==> src/rtl/seq_stage_ctrl.sv <==
// Multi-cycle Y86-64 SEQ sequencer: F, D, E, M, W, P stages with per-stage enables and stat codes.
// Latency: 5 cycles per non-memory instruction, 6 with memory, plus one per memory wait state.
// Backpressure: imem_ack/dmem_ack stall FETCH/MEMORY; a bounded wait ends in an ADR halt.
module seq_stage_ctrl #(
  parameter int unsigned MEM_TIMEOUT = 16,
  parameter int unsigned CNT_W       = 32
) (
  input  logic             clk,
  input  logic             rst_n,
  input  logic [3:0]       icode,
  input  logic             cnd,
  input  logic             imem_ack,
  input  logic             imem_err,
  input  logic             dmem_ack,
  input  logic             dmem_err,
  output logic             imem_req,
  output logic             dmem_req,
  output logic             dmem_we,
  output logic             dec_en,
  output logic             exe_en,
  output logic             cc_we,
  output logic             rf_we_e,
  output logic             rf_we_m,
  output logic             pc_we,
  output logic [2:0]       stage,
  output logic [2:0]       stat,
  output logic             halted,
  output logic [CNT_W-1:0] instr_count
);

  typedef enum logic [2:0] {
    S_FETCH     = 3'd0,
    S_DECODE    = 3'd1,
    S_EXECUTE   = 3'd2,
    S_MEMORY    = 3'd3,
    S_WRITEBACK = 3'd4,
    S_PCUPD     = 3'd5,
    S_HALT      = 3'd6
  } state_t;

  localparam logic [2:0] STAT_AOK = 3'd1;
  localparam logic [2:0] STAT_HLT = 3'd2;
  localparam logic [2:0] STAT_ADR = 3'd3;
  localparam logic [2:0] STAT_INS = 3'd4;

  // Counter is one bit wider than needed to hold MEM_TIMEOUT so the increment compare never wraps.
  localparam int unsigned WAIT_W = (MEM_TIMEOUT < 2) ? 1 : $clog2(MEM_TIMEOUT + 1);
  localparam logic [WAIT_W:0] TIMEOUT_V = MEM_TIMEOUT[WAIT_W:0];

  state_t            state, state_nxt;
  logic [2:0]        stat_nxt;
  logic [3:0]        icode_q;
  logic              cnd_q;
  logic [WAIT_W-1:0] wait_cnt;
  logic [WAIT_W:0]   wait_inc;
  logic              timeout_hit;

  // Instructions that touch data memory: rmmovq, mrmovq, call, ret, pushq, popq.
  function automatic logic uses_mem(input logic [3:0] ic);
    case (ic)
      4'h4, 4'h5, 4'h8, 4'h9, 4'hA, 4'hB: uses_mem = 1'b1;
      default:                            uses_mem = 1'b0;
    endcase
  endfunction

  assign wait_inc    = {1'b0, wait_cnt} + 1'b1;
  // The cycle whose miss would make the wait count reach the limit is the last one allowed.
  assign timeout_hit = (MEM_TIMEOUT != 0) && (wait_inc == TIMEOUT_V);

  // State register.
  always_ff @(posedge clk) begin
    if (!rst_n) state <= S_FETCH;
    else        state <= state_nxt;
  end

  // Next-state and next-stat selection; an ack in the timeout cycle still completes the transfer.
  always_comb begin
    state_nxt = state;
    stat_nxt  = stat;
    case (state)
      S_FETCH: begin
        if (imem_ack) begin
          if (imem_err) begin
            state_nxt = S_HALT;
            stat_nxt  = STAT_ADR;
          end else begin
            state_nxt = S_DECODE;
          end
        end else if (timeout_hit) begin
          state_nxt = S_HALT;
          stat_nxt  = STAT_ADR;
        end
      end
      S_DECODE: begin
        if (icode_q == 4'h0) begin
          state_nxt = S_HALT;
          stat_nxt  = STAT_HLT;
        end else if (icode_q > 4'hB) begin
          state_nxt = S_HALT;
          stat_nxt  = STAT_INS;
        end else begin
          state_nxt = S_EXECUTE;
        end
      end
      S_EXECUTE: state_nxt = uses_mem(icode_q) ? S_MEMORY : S_WRITEBACK;
      S_MEMORY: begin
        if (dmem_ack) begin
          if (dmem_err) begin
            state_nxt = S_HALT;
            stat_nxt  = STAT_ADR;
          end else begin
            state_nxt = S_WRITEBACK;
          end
        end else if (timeout_hit) begin
          state_nxt = S_HALT;
          stat_nxt  = STAT_ADR;
        end
      end
      S_WRITEBACK: state_nxt = S_PCUPD;
      S_PCUPD:     state_nxt = S_FETCH;
      S_HALT:      state_nxt = S_HALT;
      default:     state_nxt = S_FETCH;
    endcase
  end

  // Per-stage enables decoded from the current state and the latched instruction fields.
  always_comb begin
    imem_req = 1'b0;
    dmem_req = 1'b0;
    dmem_we  = 1'b0;
    dec_en   = 1'b0;
    exe_en   = 1'b0;
    cc_we    = 1'b0;
    rf_we_e  = 1'b0;
    rf_we_m  = 1'b0;
    pc_we    = 1'b0;
    case (state)
      S_FETCH:   imem_req = 1'b1;
      S_DECODE:  dec_en   = 1'b1;
      S_EXECUTE: begin
        exe_en = 1'b1;
        cc_we  = (icode_q == 4'h6);
      end
      S_MEMORY: begin
        dmem_req = 1'b1;
        dmem_we  = (icode_q == 4'h4) || (icode_q == 4'h8) || (icode_q == 4'hA);
      end
      S_WRITEBACK: begin
        case (icode_q)
          4'h3, 4'h6, 4'h8, 4'h9, 4'hA, 4'hB: rf_we_e = 1'b1;
          4'h2:                               rf_we_e = cnd_q;
          default:                            rf_we_e = 1'b0;
        endcase
        rf_we_m = (icode_q == 4'h5) || (icode_q == 4'hB);
      end
      S_PCUPD: pc_we = 1'b1;
      default: ;
    endcase
  end

  assign stage  = state;
  assign halted = (state == S_HALT);

  // Datapath-side bookkeeping: stat, latched icode/cnd, retire counter and memory wait counter.
  always_ff @(posedge clk) begin
    if (!rst_n) begin
      stat        <= STAT_AOK;
      icode_q     <= 4'h0;
      cnd_q       <= 1'b0;
      instr_count <= '0;
      wait_cnt    <= '0;
    end else begin
      stat <= stat_nxt;
      if (state == S_FETCH && imem_ack) icode_q <= icode;
      if (state == S_EXECUTE)           cnd_q   <= cnd;
      if (state == S_PCUPD && instr_count != '1)
        instr_count <= instr_count + 1'b1;
      if (state_nxt != state)
        wait_cnt <= '0;
      else if ((state == S_FETCH || state == S_MEMORY) && wait_cnt != '1)
        wait_cnt <= wait_inc[WAIT_W-1:0];
    end
  end

endmodule

==> config.mk <==
export PLATFORM = sky130hd
export DESIGN_NAME = seq_stage_ctrl
export DESIGN_NICKNAME = d
export VERILOG_FILES = /design/src/rtl/seq_stage_ctrl.sv
export SDC_FILE = /design/constraint.sdc
export NUM_CORES = 1
export LEC_CHECK = 0
export ABC_AREA = 1
export CELL_PAD_IN_SITES_DETAIL_PLACEMENT = 0
export CELL_PAD_IN_SITES_GLOBAL_PLACEMENT = 1
export CORE_MARGIN = 2
export CORE_UTILIZATION = 35
export DETAILED_ROUTE_END_ITERATION = 12
export PLACE_DENSITY = 0.86
export REMOVE_ABC_BUFFERS = 1
export SLEW_MARGIN = 20
export SYNTH_ARGS = -nofsm -noshare
export SYNTH_HDL_FRONTEND = slang
export SYNTH_SLANG_ARGS = --single-unit
export TNS_END_PERCENT = 10
==> constraint.sdc <==
create_clock -name clk -period 2.1 [get_ports clk]
set_input_delay 0.42 -clock clk [delete_from_list [all_inputs] [get_ports clk]]
set_output_delay 0.42 -clock clk [all_outputs]
set_load 0.005 [all_outputs]
==> impl_metrics.env <==
export IMPL_synth_cell_types=30
export IMPL_synth_edf_count=0
export IMPL_fmax_mhz=481
export IMPL_leakage_nw=1.42
export IMPL_timing_final_crit_share=0.989
export IMPL_synth_cells=486
export IMPL_critPathArrivalTime_ns=1.66
export IMPL_path_max_fanout=8
export IMPL_rsz0062_at_grt="true"
export IMPL_status="complete, no violations"
export IMPL_critPathLaunchType="register"
export IMPL_synth_seq_area_share=0.327
export IMPL_grt_start_max_net_pins=38
export IMPL_drt_iter0_drc=102
export IMPL_synth_simple_area_share=0.456
export IMPL_routedWlPerCell_um=12.7
export IMPL_tightest_slew_ns=0.703
export IMPL_vias=3188
export IMPL_whs_path_depth=2
export IMPL_fin_area_um2=3830
export IMPL_synth_common_cells="nand2_1 (182), nor2_1 (88), dfxtp_1 (48)"
export IMPL_drtAntennaViolNets=0
export IMPL_dpl_cell_area_um2=3690
export IMPL_fin_util=0.469
export IMPL_rr_worst_depth=10
export IMPL_cts_tree="built"
export IMPL_synth_seq_cells=48
export IMPL_start_util=0.360
export IMPL_synth_ff_type="dfxtp_1"
export IMPL_finalHoldViolCount=0
export IMPL_cts_setup_buffers=0
export IMPL_drive_above_1_share=0.0847
export IMPL_grt_pass1_wl_um=13800
export IMPL_drc=0
export IMPL_gr_total_overflow=0
export IMPL_drt_total_wl_um=8370
export IMPL_numCtsBuffers=5
export IMPL_synth_top_family_by_area="simple AND/OR/NAND/NOR gates"
export IMPL_synth_area_top_cells="dfxtp_1 (33%), nand2_1 (23%), nor2_1 (11%), a21oi_1 (5.8%), inv_1 (4.1%)"
export IMPL_synthAdderAreaFrac=0.0128
export IMPL_place_congestion=0.889
export IMPL_dieArea_um2=9150
export IMPL_cpPeakStageDelay_ns=0.52
export IMPL_cts_hold_buffers_added=0
export IMPL_htreeDepth=2
export IMPL_clkSlewWorstSetupHoldPaths_ns=0.09
export IMPL_critPathBufInv=2
export IMPL_syn_avg_cell_area_um2=6.05
export IMPL_critPathTopFamily="buffers and inverters"
export IMPL_io_buffer_count=58
export IMPL_n_antenna_cell=0
export IMPL_endpoint_kind="primary output"
export IMPL_cap_viol_max_count=0
export IMPL_hp_class="register to register"
export IMPL_hpwl_um=6460
export IMPL_core_area_um2=8180
export IMPL_yosysTopAreaCell="dfxtp_1"
export IMPL_synth_compound_area_frac=0.0936
export IMPL_root_buffer="clkbuf_8"
export IMPL_synthMuxAreaShare=0.00681
export IMPL_synth_top_area_share=0.327
export IMPL_setup_viol=0
export IMPL_area_delta_synth_final_pct=30.4
export IMPL_crit_slowest_cell="clkdlybuf4s50_1"
export IMPL_period_needed_ns=2.08
export IMPL_numClockSinks=48
export IMPL_track_usage=0.193
export IMPL_post_drt_via_cell_ratio=4.83
export IMPL_fp_dieH_um=95.7
export IMPL_antenna_found_initial=0
export IMPL_criticalPathCategory="register to primary output"
export IMPL_max_vdd_ir_drop_mv=0.413
export IMPL_layout_nets=568
export IMPL_insertion_delay_ns=0.30
export IMPL_num_io_pins=59
export IMPL_cp_depth=4
export IMPL_clockBufferDepth=2
export IMPL_worstPathRequired_ns=1.68
export IMPL_row_count=33
export IMPL_slew_limit_headroom=0.531
export IMPL_first_pass_iters=5
export IMPL_synth_area_um2=2940
export IMPL_async_flop_share=0
export IMPL_slew_viol_final=0
export IMPL_yosysWarnings=0
export IMPL_power_density_nw_per_um2=724
export IMPL_path_cells="inv_2 -> nand3_1 -> a31oi_1 -> clkdlybuf4s50_1"
export IMPL_synth_most_common_cell="nand2_1"
export IMPL_grt_pass1_vias=2993
export IMPL_synthXorXnorAreaFrac=0.0357
export IMPL_fin_skew_ns=0.00723
export IMPL_fill_cells=871
export IMPL_die_x_um=95.7
-- metrics by stage --
| step | hold WS [ns] | setup WS, ns | std cells | setup TNS [ns] | power (mW) |
|---|---|---|---|---|---|
| after CTS | 0.473 | -0.00192 | 660 | -0.00192 | 2.76 |
| after floorplan | 0.455 | 0.0194 | 476 | 0 | 1.72 |
| after global placement | 0.459 | 0.0513 | 652 | 0 | 2.15 |
| after detailed placement | 0.458 | 0.0864 | 652 | 0 | 2.15 |
| after global routing | 0.515 | -0.114 | 660 | -1.12 | 3.00 |
| final | 0.466 | 0.0231 | 660 | 0 | 2.78 |
-- final timing paths --
path | start | to | slack, ns
max | stage[0] | rf_we_e | 0.02
min reg2reg | stat[2] | stat[2] | 0.47
max reg2reg | instr_count[0] | instr_count[19] | 0.15
min | stat[2] | stat[2] | 0.47
-- sequential cells by signal, summed over array words and instances (netlist names) --
register     flops
cnd_q            1
icode_q          4
instr_count     32
stage            3
stat             3
wait_cnt         5
-- final cells by class --
class	count	area (um^2)	area share
sequential	48	967	0.252
clock inverter	1	7.51	0.00196
multi-input combinational	393	1810	0.473
tap	105	131	0.0343
clock buffer	7	86.3	0.0225
inverter	35	136	0.0356
timing repair buffer	71	693	0.181
-- worst reg2reg max path: stages, from the launching register on --
cell	delay (ns)
dfxtp_1	0.34
ha_1	0.26
inv_2	0.12
nor2_4	0.06
nand2_2	0.11
nor2_4	0.05
nand2_1	0.07
nand2_2	0.07
inv_1	0.53
nand2_1	0.13
a21oi_1	0.15
-- layer usage --
layer  global-route usage  share of wire  vias to the layer above
met3               0.0379          0.043                       13
li1                     -              -                     1687
met1                0.236           0.45                     1420
met5                    0              0                        -
met2                0.340           0.49                       68
met4               0.0536          0.018                        0
-- cells in the final DEF (no fill, tap or decap), types with 5 or more instances in the layout --
| master | instances |
|---|---|
| a21oi_1 | 34 |
| buf_4 | 11 |
| clkbuf_8 | 6 |
| clkdlybuf4s50_1 | 57 |
| dfxtp_1 | 43 |
| dfxtp_2 | 5 |
| inv_1 | 28 |
| nand2_1 | 179 |
| nand2_2 | 5 |
| nand3_1 | 19 |
| nand3b_1 | 9 |
| nor2_1 | 86 |
| nor3_1 | 5 |
| o21ai_0 | 16 |
| xor2_1 | 10 |
-- power by group --
group,internal (mW),switching (mW)
Sequential,1.01,0.116
Clock,0.268,0.308
Combinational,0.444,0.629
Total,1.72,1.05
-- kinds of logic after synthesis --
logic type	Yosys count
fa+ha+maj	3
xor+xnor	12
buf+inv	45
simple gates	322
mux	2
compound gates	54
flops	48
-- what timing repair did --
item | CTS | global route
hold endpoints to repair | 0 | 0
setup endpoints to repair | 7 | 35
pin swaps | 0 | 2
resized for setup | 8 | 14
gates cloned | 0 | 0
No activity file was read; power rests on OpenSTA's default activity.
